--- src/rtl/mdu_sequencer.sv ---
// mdu_sequencer: iterative RV32M multiply/divide unit beside the execute ALU.
// Takes one op at a time and retires one result bit per cycle.
// Multiply is shift-add; divide is restoring shift-subtract. Both run on
// operand magnitudes, and the signs are fixed up in a final cycle.
//
// Ports
//   clk, rst_n      rising-edge clock, async active-low reset
//   start, kill     request (taken only in IDLE) / abort (pipeline flush)
//   funct3          RV32M op select
//   rs1_data        dividend / multiplicand
//   rs2_data        divisor / multiplier
//   busy            high in RUN and FIX
//   done            one-cycle pulse; result is valid in this cycle
//   result          registered result, held until the next completion
//   stall_req       combinational hold request to the pipeline
//
// Optional feature: define MDU_EARLY_OUT_EN to finish divide-by-zero,
// signed overflow and multiply-by-zero directly from IDLE (done at N+1).
//
// state | meaning
// IDLE  | waiting for start; latch operands on accept
// RUN   | one shift-add / shift-subtract iteration per cycle
// FIX   | sign correction, result select, register result
// DONE  | done pulse, result valid

`ifndef WIDTH
`define WIDTH 32
`endif

module mdu_sequencer #(
  parameter int WIDTH = `WIDTH
) (
  input  logic             clk,
  input  logic             rst_n,
  input  logic             start,
  input  logic             kill,
  input  logic [2:0]       funct3,
  input  logic [WIDTH-1:0] rs1_data,
  input  logic [WIDTH-1:0] rs2_data,
  output logic             busy,
  output logic             done,
  output logic [WIDTH-1:0] result,
  output logic             stall_req
);

  localparam int CW = (WIDTH > 1) ? $clog2(WIDTH) : 1;
  localparam logic [CW-1:0] CNT_LAST = CW'(WIDTH - 1);

  localparam logic [2:0] F_MUL    = 3'b000;
  localparam logic [2:0] F_MULH   = 3'b001;
  localparam logic [2:0] F_MULHSU = 3'b010;
  localparam logic [2:0] F_MULHU  = 3'b011;
  localparam logic [2:0] F_DIV    = 3'b100;
  localparam logic [2:0] F_DIVU   = 3'b101;
  localparam logic [2:0] F_REM    = 3'b110;
  localparam logic [2:0] F_REMU   = 3'b111;

  typedef enum logic [1:0] {S_IDLE, S_RUN, S_FIX, S_DONE} state_t;

  state_t             state_q, state_d;
  logic [CW-1:0]      cnt_q, cnt_d;
  logic [2:0]         op_q, op_d;
  logic [WIDTH-1:0]   opa_q, opa_d;
  logic [WIDTH-1:0]   opb_q, opb_d;
  logic [2*WIDTH-1:0] acc_q, acc_d;
  logic               neg_q, neg_d;
  logic               sgn1_q, sgn1_d;
  logic               dz_q, dz_d;
  logic [WIDTH-1:0]   result_q, result_d;

  // Operand decode in IDLE
  logic             is_div;
  logic             rs1_signed, rs2_signed;
  logic             s1, s2;
  logic [WIDTH-1:0] mag1, mag2;
  logic             div_zero;
  logic             accept;

  always_comb begin
    is_div     = funct3[2];
    rs1_signed = (funct3 == F_MULH) || (funct3 == F_MULHSU) ||
                 (funct3 == F_DIV)  || (funct3 == F_REM);
    rs2_signed = (funct3 == F_MULH) || (funct3 == F_DIV) || (funct3 == F_REM);
    s1         = rs1_signed && rs1_data[WIDTH-1];
    s2         = rs2_signed && rs2_data[WIDTH-1];
    mag1       = s1 ? -rs1_data : rs1_data;
    mag2       = s2 ? -rs2_data : rs2_data;
    div_zero   = is_div && (rs2_data == '0);
    accept     = (state_q == S_IDLE) && start && !kill;
  end

`ifdef MDU_EARLY_OUT_EN
  logic             early_hit;
  logic [WIDTH-1:0] early_res;
  logic             sdiv_ovf;
  logic             mul_zero;

  always_comb begin
    sdiv_ovf  = is_div && !funct3[0] &&
                (rs1_data == {1'b1, {(WIDTH-1){1'b0}}}) && (rs2_data == '1);
    mul_zero  = !is_div && ((rs1_data == '0) || (rs2_data == '0));
    early_hit = 1'b0;
    early_res = '0;
    if (div_zero) begin
      early_hit = 1'b1;
      early_res = funct3[1] ? rs1_data : '1;
    end else if (sdiv_ovf) begin
      early_hit = 1'b1;
      early_res = funct3[1] ? '0 : rs1_data;
    end else if (mul_zero) begin
      early_hit = 1'b1;
      early_res = '0;
    end
  end
`else
  logic early_hit;
  assign early_hit = 1'b0;
`endif

  // One iteration of each algorithm.
  // Multiply: acc = {partial product, remaining multiplier bits}.
  // Divide:   acc = {partial remainder, remaining dividend / quotient bits}.
  logic [WIDTH-1:0]   mul_addend;
  logic [WIDTH:0]     mul_sum;
  logic [2*WIDTH-1:0] mul_next;
  logic [WIDTH:0]     div_trial;
  logic [2*WIDTH-1:0] div_next;

  always_comb begin
    mul_addend = acc_q[0] ? opa_q : {WIDTH{1'b0}};
    mul_sum    = {1'b0, acc_q[2*WIDTH-1:WIDTH]} + {1'b0, mul_addend};
    mul_next   = {mul_sum, acc_q[WIDTH-1:1]};
    // The top bit of the trial is the borrow; it is set only when the
    // shifted remainder is smaller than the divisor.
    div_trial  = {acc_q[2*WIDTH-1:WIDTH], acc_q[WIDTH-1]} - {1'b0, opb_q};
    if (!div_trial[WIDTH])
      div_next = {div_trial[WIDTH-1:0], acc_q[WIDTH-2:0], 1'b1};
    else
      div_next = {acc_q[2*WIDTH-2:0], 1'b0};
  end

  // Sign fix-up and result select
  logic [2*WIDTH-1:0] prod_s;
  logic [WIDTH-1:0]   quo, rem, fix_res;

  always_comb begin
    prod_s = neg_q ? -acc_q : acc_q;
    quo    = acc_q[WIDTH-1:0];
    rem    = acc_q[2*WIDTH-1:WIDTH];
    case (op_q)
      F_MUL:                      fix_res = prod_s[WIDTH-1:0];
      F_MULH, F_MULHSU, F_MULHU:  fix_res = prod_s[2*WIDTH-1:WIDTH];
      F_DIV, F_DIVU:              fix_res = dz_q ? '1 : (neg_q ? -quo : quo);
      F_REM, F_REMU:              fix_res = sgn1_q ? -rem : rem;
      default:                    fix_res = '0;
    endcase
  end

  // State register
  always_ff @(posedge clk or negedge rst_n) begin
    if (!rst_n) state_q <= S_IDLE;
    else        state_q <= state_d;
  end

  // Next-state logic
  always_comb begin
    state_d = state_q;
    case (state_q)
      S_IDLE: if (start && !kill) state_d = early_hit ? S_DONE : S_RUN;
      S_RUN: begin
        if (kill)                  state_d = S_IDLE;
        else if (cnt_q == CNT_LAST) state_d = S_FIX;
      end
      S_FIX:  state_d = kill ? S_IDLE : S_DONE;
      S_DONE: state_d = S_IDLE;
      default: state_d = S_IDLE;
    endcase
  end

  // Outputs
  always_comb begin
    busy      = (state_q == S_RUN) || (state_q == S_FIX);
    done      = (state_q == S_DONE) && !kill;
    stall_req = accept || busy;
  end
  assign result = result_q;

  // Datapath next values
  always_comb begin
    cnt_d    = cnt_q;
    op_d     = op_q;
    opa_d    = opa_q;
    opb_d    = opb_q;
    acc_d    = acc_q;
    neg_d    = neg_q;
    sgn1_d   = sgn1_q;
    dz_d     = dz_q;
    result_d = result_q;
    case (state_q)
      S_IDLE: begin
        if (accept) begin
          op_d   = funct3;
          opa_d  = mag1;
          opb_d  = mag2;
          neg_d  = s1 ^ s2;
          sgn1_d = s1;
          dz_d   = div_zero;
          cnt_d  = '0;
          acc_d  = is_div ? {{WIDTH{1'b0}}, mag1} : {{WIDTH{1'b0}}, mag2};
`ifdef MDU_EARLY_OUT_EN
          if (early_hit) result_d = early_res;
`endif
        end
      end
      S_RUN: begin
        if (!kill) begin
          cnt_d = cnt_q + CW'(1);
          acc_d = op_q[2] ? div_next : mul_next;
        end
      end
      S_FIX: begin
        if (!kill) result_d = fix_res;
      end
      default: ;
    endcase
  end

  always_ff @(posedge clk or negedge rst_n) begin
    if (!rst_n) begin
      cnt_q    <= '0;
      op_q     <= '0;
      opa_q    <= '0;
      opb_q    <= '0;
      acc_q    <= '0;
      neg_q    <= 1'b0;
      sgn1_q   <= 1'b0;
      dz_q     <= 1'b0;
      result_q <= '0;
    end else begin
      cnt_q    <= cnt_d;
      op_q     <= op_d;
      opa_q    <= opa_d;
      opb_q    <= opb_d;
      acc_q    <= acc_d;
      neg_q    <= neg_d;
      sgn1_q   <= sgn1_d;
      dz_q     <= dz_d;
      result_q <= result_d;
    end
  end

endmodule

--- config.mk ---
export PLATFORM = sky130hd
export DESIGN_NAME = mdu_sequencer
export DESIGN_NICKNAME = d
export VERILOG_FILES = /design/src/rtl/mdu_sequencer.sv
export SDC_FILE = /design/constraint.sdc
export NUM_CORES = 1
export LEC_CHECK = 0
export CAP_MARGIN = 20
export CORE_MARGIN = 8
export CORE_UTILIZATION = 50
export CTS_BUF_LIST = sky130_fd_sc_hd__clkbuf_8
export CTS_CLUSTER_DIAMETER = 150
export DETAILED_ROUTE_END_ITERATION = 10
export GPL_ROUTABILITY_DRIVEN = 0
export GPL_TIMING_DRIVEN = 0
export PLACE_DENSITY = 0.78
export SLEW_MARGIN = 20
export SYNTH_ARGS = -nofsm -noshare
export SYNTH_HDL_FRONTEND = slang
export SYNTH_SLANG_ARGS = --single-unit
--- constraint.sdc ---
create_clock -name clk -period 4.2 [get_ports clk]
set_input_delay 0.42 -clock clk [delete_from_list [all_inputs] [get_ports clk]]
set_output_delay 0.42 -clock clk [all_outputs]
set_load 0.1 [all_outputs]
==> summary.txt, run 1 <==
Status
  – Status: finished clean

Critical path
  – Critical-path top delay cell: dfrtp_2
  – FF-to-FF End: acc_q[41]
  – Number of cells on the worst reg-to-reg path: 12
  – Worst path required time: 4560 ps
  – CP Max Fanout: 10
  – Reg-to-reg startpoint: acc_q[36]
  – Crit path capture type: flop
  – Reg2reg setup slack: ~66 ps
  – CP startpoint kind: flop
  – Crit-path cells: ha_1 -> a21o_1 -> a2111oi_2 -> a211oi_2 -> nor4_2 -> o21ai_1 -> o31ai_2 -> a31oi_4 -> xnor2_4 -> buf_4 -> mux2i_1 -> o221ai_1
  – Critical Path Max Stage Delay: approximately 530 ps
  – CP Data Arrival Time: around 4500 ps
  – WS Path Type: reg -> reg

Clock tree
  – Num CTS Buffers: 17
  – CTS H-Tree Depth: 4
  – CTS Sinks: 173
  – Bufs on Longest Clock Path: 2
  – Worst-path clk slew: around 120 ps
  – Root buf cell: clkbuf_8
  – CTS tree: built
  – Clk Latency, worst-skew pair: roughly 520 ps

Floorplan
  – Standard-cell rows: 64
  – Die height: 193 µm
  – Starting Density: 0.508
  – Io pins: around 110
  – Die area: 37100 µm²
  – DIE WIDTH: approximately 190 µm
  – Core Box Area: 30700 µm²

Yosys
  – Seq/Total Area, Yosys: 0.278
  – Post-synthesis cell count: roughly 2.0k
  – Cell taking the most area after synthesis: dfrtp_1
  – Share of the synthesized area in the top cell type: 0.278
  – Post-Synthesis Mean Instance Area: about 8 µm²
  – Most used DFF post-synth: dfrtp_1
  – Post-synthesis cell area: roughly 16000 µm²
  – Post-synth cell types: between 70 and 80
  – Asr flop ratio synth: 1.00
  – Number of enable flip-flop cells after synthesis: 0
  – Syn nets: about 2.1k
  – Ys Warns: 0
  – Area contributors post-synth: dfrtp_1, o21ai_0, xnor2_1
  – FF+latch count, synth: 173

STA
  – Unrepaired setup endpoints after global routing: false
  – Clk_skew: 26.2 ps
  – Fin crit period: 4130 ps
  – Final Max Tran Viols: 0
  – Worst-Margin Slew: between 1000 and 1500 ps
  – Final setup violation count: 0
  – Max Freq: between 0.2 and 0.25 GHz
  – Final hold vios: 0
  – Final hold slack: between 400 and 500 ps
  – Slew headroom: 0.219
  – Final period utilization: 0.984

Pwr
  – Pwr Density: just over 800 nW/µm²
  – Leakage: 7.42 nW
  – Worst vdd ir: between 0.4 and 0.5 mV

Layout
  – Most frequent cells in the layout: o21ai_0, nand2_1, dfrtp_1, nor2_1, a21oi_1
  – Most common cell after layout, fill and taps aside: o21ai_0
  – Post-layout instance area: 17700 µm²
  – Share of cells above drive strength 1: 0.0546
  – Final cell count without fillers: 2519
  – Final nets: between 2k and 2.5k
  – Area growth, synth to finish: 13.3%
  – Number of inserted diodes: 0
  – Fillers: between 2k and 3k

Detailed routing
  – First drt pass iteration count: 8
  – DR vias: between 15k and 20k
  – WL per Instance: 22.9 µm
  – Iteration-0 DRC Markers: approximately 2.4k
  – Routed Wire Length: between 50000 and 60000 µm
  – Antenna Nets Post-Route: 0
  – Vias per inst: between 6 and 7
  – DRC: 0

Placement
  – Placed Cells: ~2.5k
  – DP Wirelength: 45000 µm
  – I/O Buffers: 105
  – DP Area: about 17000 µm²

Global route
  – GR Overflow Total: 0
  – Total track usage: 0.310
  – Vias in the first global route: around 16k
  – First-pass GRT wire length: between 80000 and 90000 µm
  – Largest net degree at the start of global routing: 100
  – Initial antenna violation count: 2

Run
  – Max Cap Violations: 0

Min path
  – Worst hold-check path type: in -> async
## flip-flops by register name, indices dropped and copies added, names as in the netlist
register / count
opb_q: 32
state_q: 2
dz_q: 1
sgn1_q: 1
opa_q: 32
acc_q: 64
result: 32
cnt_q: 5
neg_q: 1
op_q: 3
## metrics by stage
stage	setup TNS, ps	utilization	power [mW]	worst slack [ps]
2_1_floorplan	0	-	9.83	626
3_3_place_gp	-784130	0.558	12.4	-4500
3_5_place_dp	-13710	0.560	12.6	-558
4_1_cts	0	0.575	14.0	66.8
5_1_grt	0	0.576	15.3	3.55
6_report	0	0.576	14.6	65.5
## cell type report
cell class / count / area [µm²] / area share
tap: 396 / 495 / 0.0281
clock inverter: 13 / 133 / 0.00751
inverter: 66 / 248 / 0.0140
sequential: 173 / 4330 / 0.245
buffer: 132 / 519 / 0.0294
timing repair buffer: 109 / 1110 / 0.0628
multi-input combinational: 1611 / 10600 / 0.598
clock buffer: 19 / 262 / 0.0148
## where the power goes
| part | switching [mW] | leakage [nW] | internal, mW |
|---|---|---|---|
| Sequential | 0.783 | 2.16 | 2.33 |
| Clock | 0.718 | 0.203 | 0.515 |
| Combinational | 6.57 | 5.05 | 3.63 |
## critical path, delay by kind of cell, from the launching register on
family                     cells  cell delay, ps
muxes                          1             250
xor gates and xnor gates       1             340
adders and majority gates      1             370
and+or+nand+nor                1             310
buffers and inverters          1             310
DFF                            1             530
AOI/OAI and AO/OA              7            1880
## cell usage after synthesis, types with 10 or more instances
cell and n:
nand4_1 13, clkbuf_1 119, mux2i_1 60, or3_1 28, o211ai_1 10, or4_1 16
dfrtp_1 173, a221oi_1 17, nor4_1 12, mux2_2 27, nor3_1 28, or2_2 12
nor2_1 163, nand2b_1 37, o21ai_0 213, o21a_1 16, xor2_1 77, a22oi_1 23
a211oi_1 27, o22ai_1 10, a31oi_1 13, o31ai_1 29, and2_1 40, a21oi_1 162
xnor2_1 111, nor2b_1 12, nand2_1 201, inv_1 65, nand3_1 32, ha_1 74
o221ai_1 13, a21o_1 27
## per-layer routing
layer	global-route usage	up-vias	share of wire
met5	0	-	0.00047
met4	0.178	4	0.066
met3	0.100	271	0.13
met2	0.457	1135	0.42
met1	0.395	7745	0.39
li1	-	7367	-
## how the worst max path moves through the flow
| stage | to | depth (start not counted) | slack (ps) | start |
|---|---|---|---|---|
| after global placement | result[17] | 1 | -4500 | rst_n |
| after global routing | acc_q[41] | 12 | 4 | acc_q[36] |
| after detailed placement | acc_q[41] | 12 | -560 | acc_q[36] |
| final | acc_q[41] | 12 | 70 | acc_q[36] |
| after floorplan | acc_q[62] | 12 | 630 | acc_q[36] |
| after CTS | acc_q[41] | 14 | 70 | acc_q[31] |
## timing repair
item,4_1_cts,5_1_grt
buffers inserted,2,0
pin swaps,1,2
gates cloned,0,0
endpoints found under the setup margin,35,35
hold buffers,1,0
gates resized for setup,10,11
endpoints found under the hold margin,74,0
## kinds of logic (layout without fill, tap and decap cells)
logic type | count (synthesis) | count (layout) | share of synthesized area
buffers and inverters | 199 | 339 | 0.0494
adder cells (fa/ha/maj) | 76 | 76 | 0.0620
flip-flops | 173 | 173 | 0.278
multiplexers | 87 | 87 | 0.0581
XOR/XNOR | 189 | 189 | 0.107
AND/OR/NAND/NOR | 628 | 628 | 0.195
AO/OA/AOI/OAI | 631 | 631 | 0.251
Power figures use the tool's default switching activity.
==> run 2, diff against run 1 <==
- GPL_TIMING_DRIVEN: 0 -> default
==> run 2 against run 1 <==
Net effect: clock skew shrank 7.6 ps; sequential power grew 3%; register-to-register slack gained 70 ps; first-iteration DRC count shrank 17%; cell area shrank 0.67%; largest cell class unchanged.
==> summary.txt, run 2 (synthesis gave the netlist of run 1 again) <==
Detailed routing
  – Antenna Nets Post-Route: 0 (unchanged)
  – Iteration-0 DRC Markers: 2002 (-17%)
  – Routed Wire Length: 52800 µm (-8.4%)
  – WL per Instance: 21.6 µm (-5.7%)
  – Vias per inst: 6.45 (-1.7%)
  – First drt pass iteration count: 8 (unchanged)
  – DR vias: 15.8k (-4.5%)
  – DRC: 0 (unchanged)

STA
  – Clk_skew: 18.7 ps (-7.58 ps)
  – Total negative slack: 0 ps (unchanged)
  – Worst-Margin Slew: 999 ps (-167 ps)
  – Final hold vios: 0 (unchanged)
  – Fin crit period: 4070 ps (-65.5 ps)
  – Final hold slack: 376 ps (-94.4 ps)
  – Slew headroom: 0.332 (+0.112)
  – Final period utilization: 0.969 (-0.0156)
  – Unrepaired setup endpoints after global routing: false
  – Final Max Tran Viols: 0 (unchanged)
  – Max Freq: 0.246 GHz (+1.6%)
  – Final setup violation count: 0 (unchanged)

Clock tree
  – Worst-path clk slew: 90 ps (-30 ps)
  – Num CTS Buffers: 17 (unchanged)
  – Bufs on Longest Clock Path: 2 (unchanged)
  – Clk Latency, worst-skew pair: 500 ps (-20 ps)
  – Root buf cell: clkbuf_8
  – CTS tree: built
  – CTS Sinks: 173 (unchanged)
  – CTS H-Tree Depth: 4 (unchanged)

Global route
  – First-pass GRT wire length: 81400 µm (-8.5%)
  – Initial antenna violation count: 0 (-2)
  – GR Overflow Total: 0 (unchanged)
  – Largest net degree at the start of global routing: 81 (-19%)
  – Vias in the first global route: 14.8k (-6.7%)
  – Total track usage: 0.279 (-0.0313)

Layout
  – Final nets: 2185 (-3.2%)
  – Share of cells above drive strength 1: 0.0770 (+0.0224)
  – Area occupied by multi-input gates: 10500 µm² (-0.56%)
  – Register with the most flip-flops: acc_q
  – Fillers: 2701 (-0.48%)
  – Storage cell area: 4330 µm² (unchanged)
  – Most common cell after layout, fill and taps aside: o21ai_0
  – Number of flip-flops under the largest register name: 64 (unchanged)
  – Number of inserted diodes: 0 (unchanged)
  – Most frequent cells in the layout: o21ai_0, nand2_1, dfrtp_1, a21oi_1, nor2_1
  – Area growth, synth to finish: 12.6%

Critical path
  – Crit-path cells: inv_1 -> ha_1 -> fa_1 -> nand2b_1 -> a21o_1 -> a211oi_1 -> nor4_1 -> o21ai_1 -> o31ai_1 -> a31oi_2 -> xnor2_4 -> buf_12 -> mux2i_1 -> o221ai_1
  – Crit path capture type: flop
  – CP startpoint kind: flop
  – Critical Path Max Stage Delay: 480 ps (-50 ps)
  – CP Max Fanout: 23 (+13)
  – Number of cells on the worst reg-to-reg path: 14 (+2)
  – WS Path Type: reg -> reg
  – Worst path required time: 4550 ps (about the same)
  – CP Data Arrival Time: 4420 ps (-70 ps)
  – Critical-path top delay cell: a211oi_1

Floorplan
  – Core Box Area: 30700 µm² (unchanged)
  – Starting Density: 0.508 (unchanged)
  – Die area: 37100 µm² (unchanged)
  – Io pins: 106 (unchanged)
  – Standard-cell rows: 64 (unchanged)
  – Die height: 193 µm (unchanged)
  – DIE WIDTH: 193 µm (unchanged)

Pwr
  – Total power: 14.3 mW (-2.1%)
  – Worst vdd ir: 0.454 mV (+13%)
  – Pwr Density: 812 nW/µm² (-1.4%)
  – Leakage: 7.54 nW (+1.6%)

Placement
  – I/O Buffers: 105 (unchanged)
  – DP Wirelength: 40800 µm (-9.2%)

Min path
  – Worst hold-check path type: in -> reg
  – Hold Crit Depth: 2

Status
  – Status: finished clean

Run
  – Max Cap Violations: 0 (unchanged)
run 2: area by class of cell:
cell class | instances | area share
clock buffers | 20 | 0.0157
clock inverters | 12 | 0.00770
flip-flops and latches | 173 | 0.247
repair buffers | 169 | 0.0885
inverters | 66 | 0.0141
well taps | 396 | 0.0282
multi-input cells | 1611 | 0.599
run 2: metal layers:
layer / GRT usage / share of wire / vias to the layer above
met5: 0 / 0 / -
met4: 0.145 / 0.055 / 0
met3: 0.0566 / 0.098 / 176
met2: 0.429 / 0.44 / 929
met1: 0.366 / 0.41 / 7433
li1: - / - / 7235
run 2: path summary, 6_finish.rpt:
check	endpoint	start	slack [ps]
min	op_q[2]	funct3[2]	380
min reg2reg	opa_q[20]	opa_q[20]	480
max reg2reg	acc_q[62]	acc_q[31]	130
max in group asynchronous	opb_q[23]	rst_n	2680
min in group asynchronous	opb_q[14]	rst_n	550
max	acc_q[62]	acc_q[31]	130
run 2: worst max-delay path: cells and delay by family (launching register included):
family	cells	cell delay [ps]
fa+ha+maj	2	620
flops	1	410
simple gates	2	360
compound gates	6	1740
mux	1	200
buf+inv	2	340
xor+xnor	1	250
run 2: power breakdown:
part | internal, mW | switching [mW] | total, mW | leakage (nW)
clock | 0.581 | 0.674 | 1.26 | 0.214
combinational | 3.73 | 6.05 | 9.78 | 5.15
sequential | 2.33 | 0.885 | 3.22 | 2.17
total | 6.64 | 7.61 | 14.3 | 7.54
run 2: timing repair:
item,in CTS,in global routing
gates resized for setup,0,1
buffers inserted,0,2
hold buffers,1,0
endpoints found under the hold margin,25,0
setup endpoints to repair,0,17
run 2: metrics by stage:
stage | cells | setup WS, ps | instance area, µm² | util
finish | 2447 | 131 | 17500 | 0.572
global route | 2447 | 3.39 | 17500 | 0.572
CTS | 2445 | 129 | 17500 | 0.571
detailed placement | 2412 | 178 | 17100 | 0.557
global placement | 2411 | 355 | 17100 | 0.557
floorplan | 1983 | 626 | 15600 | -
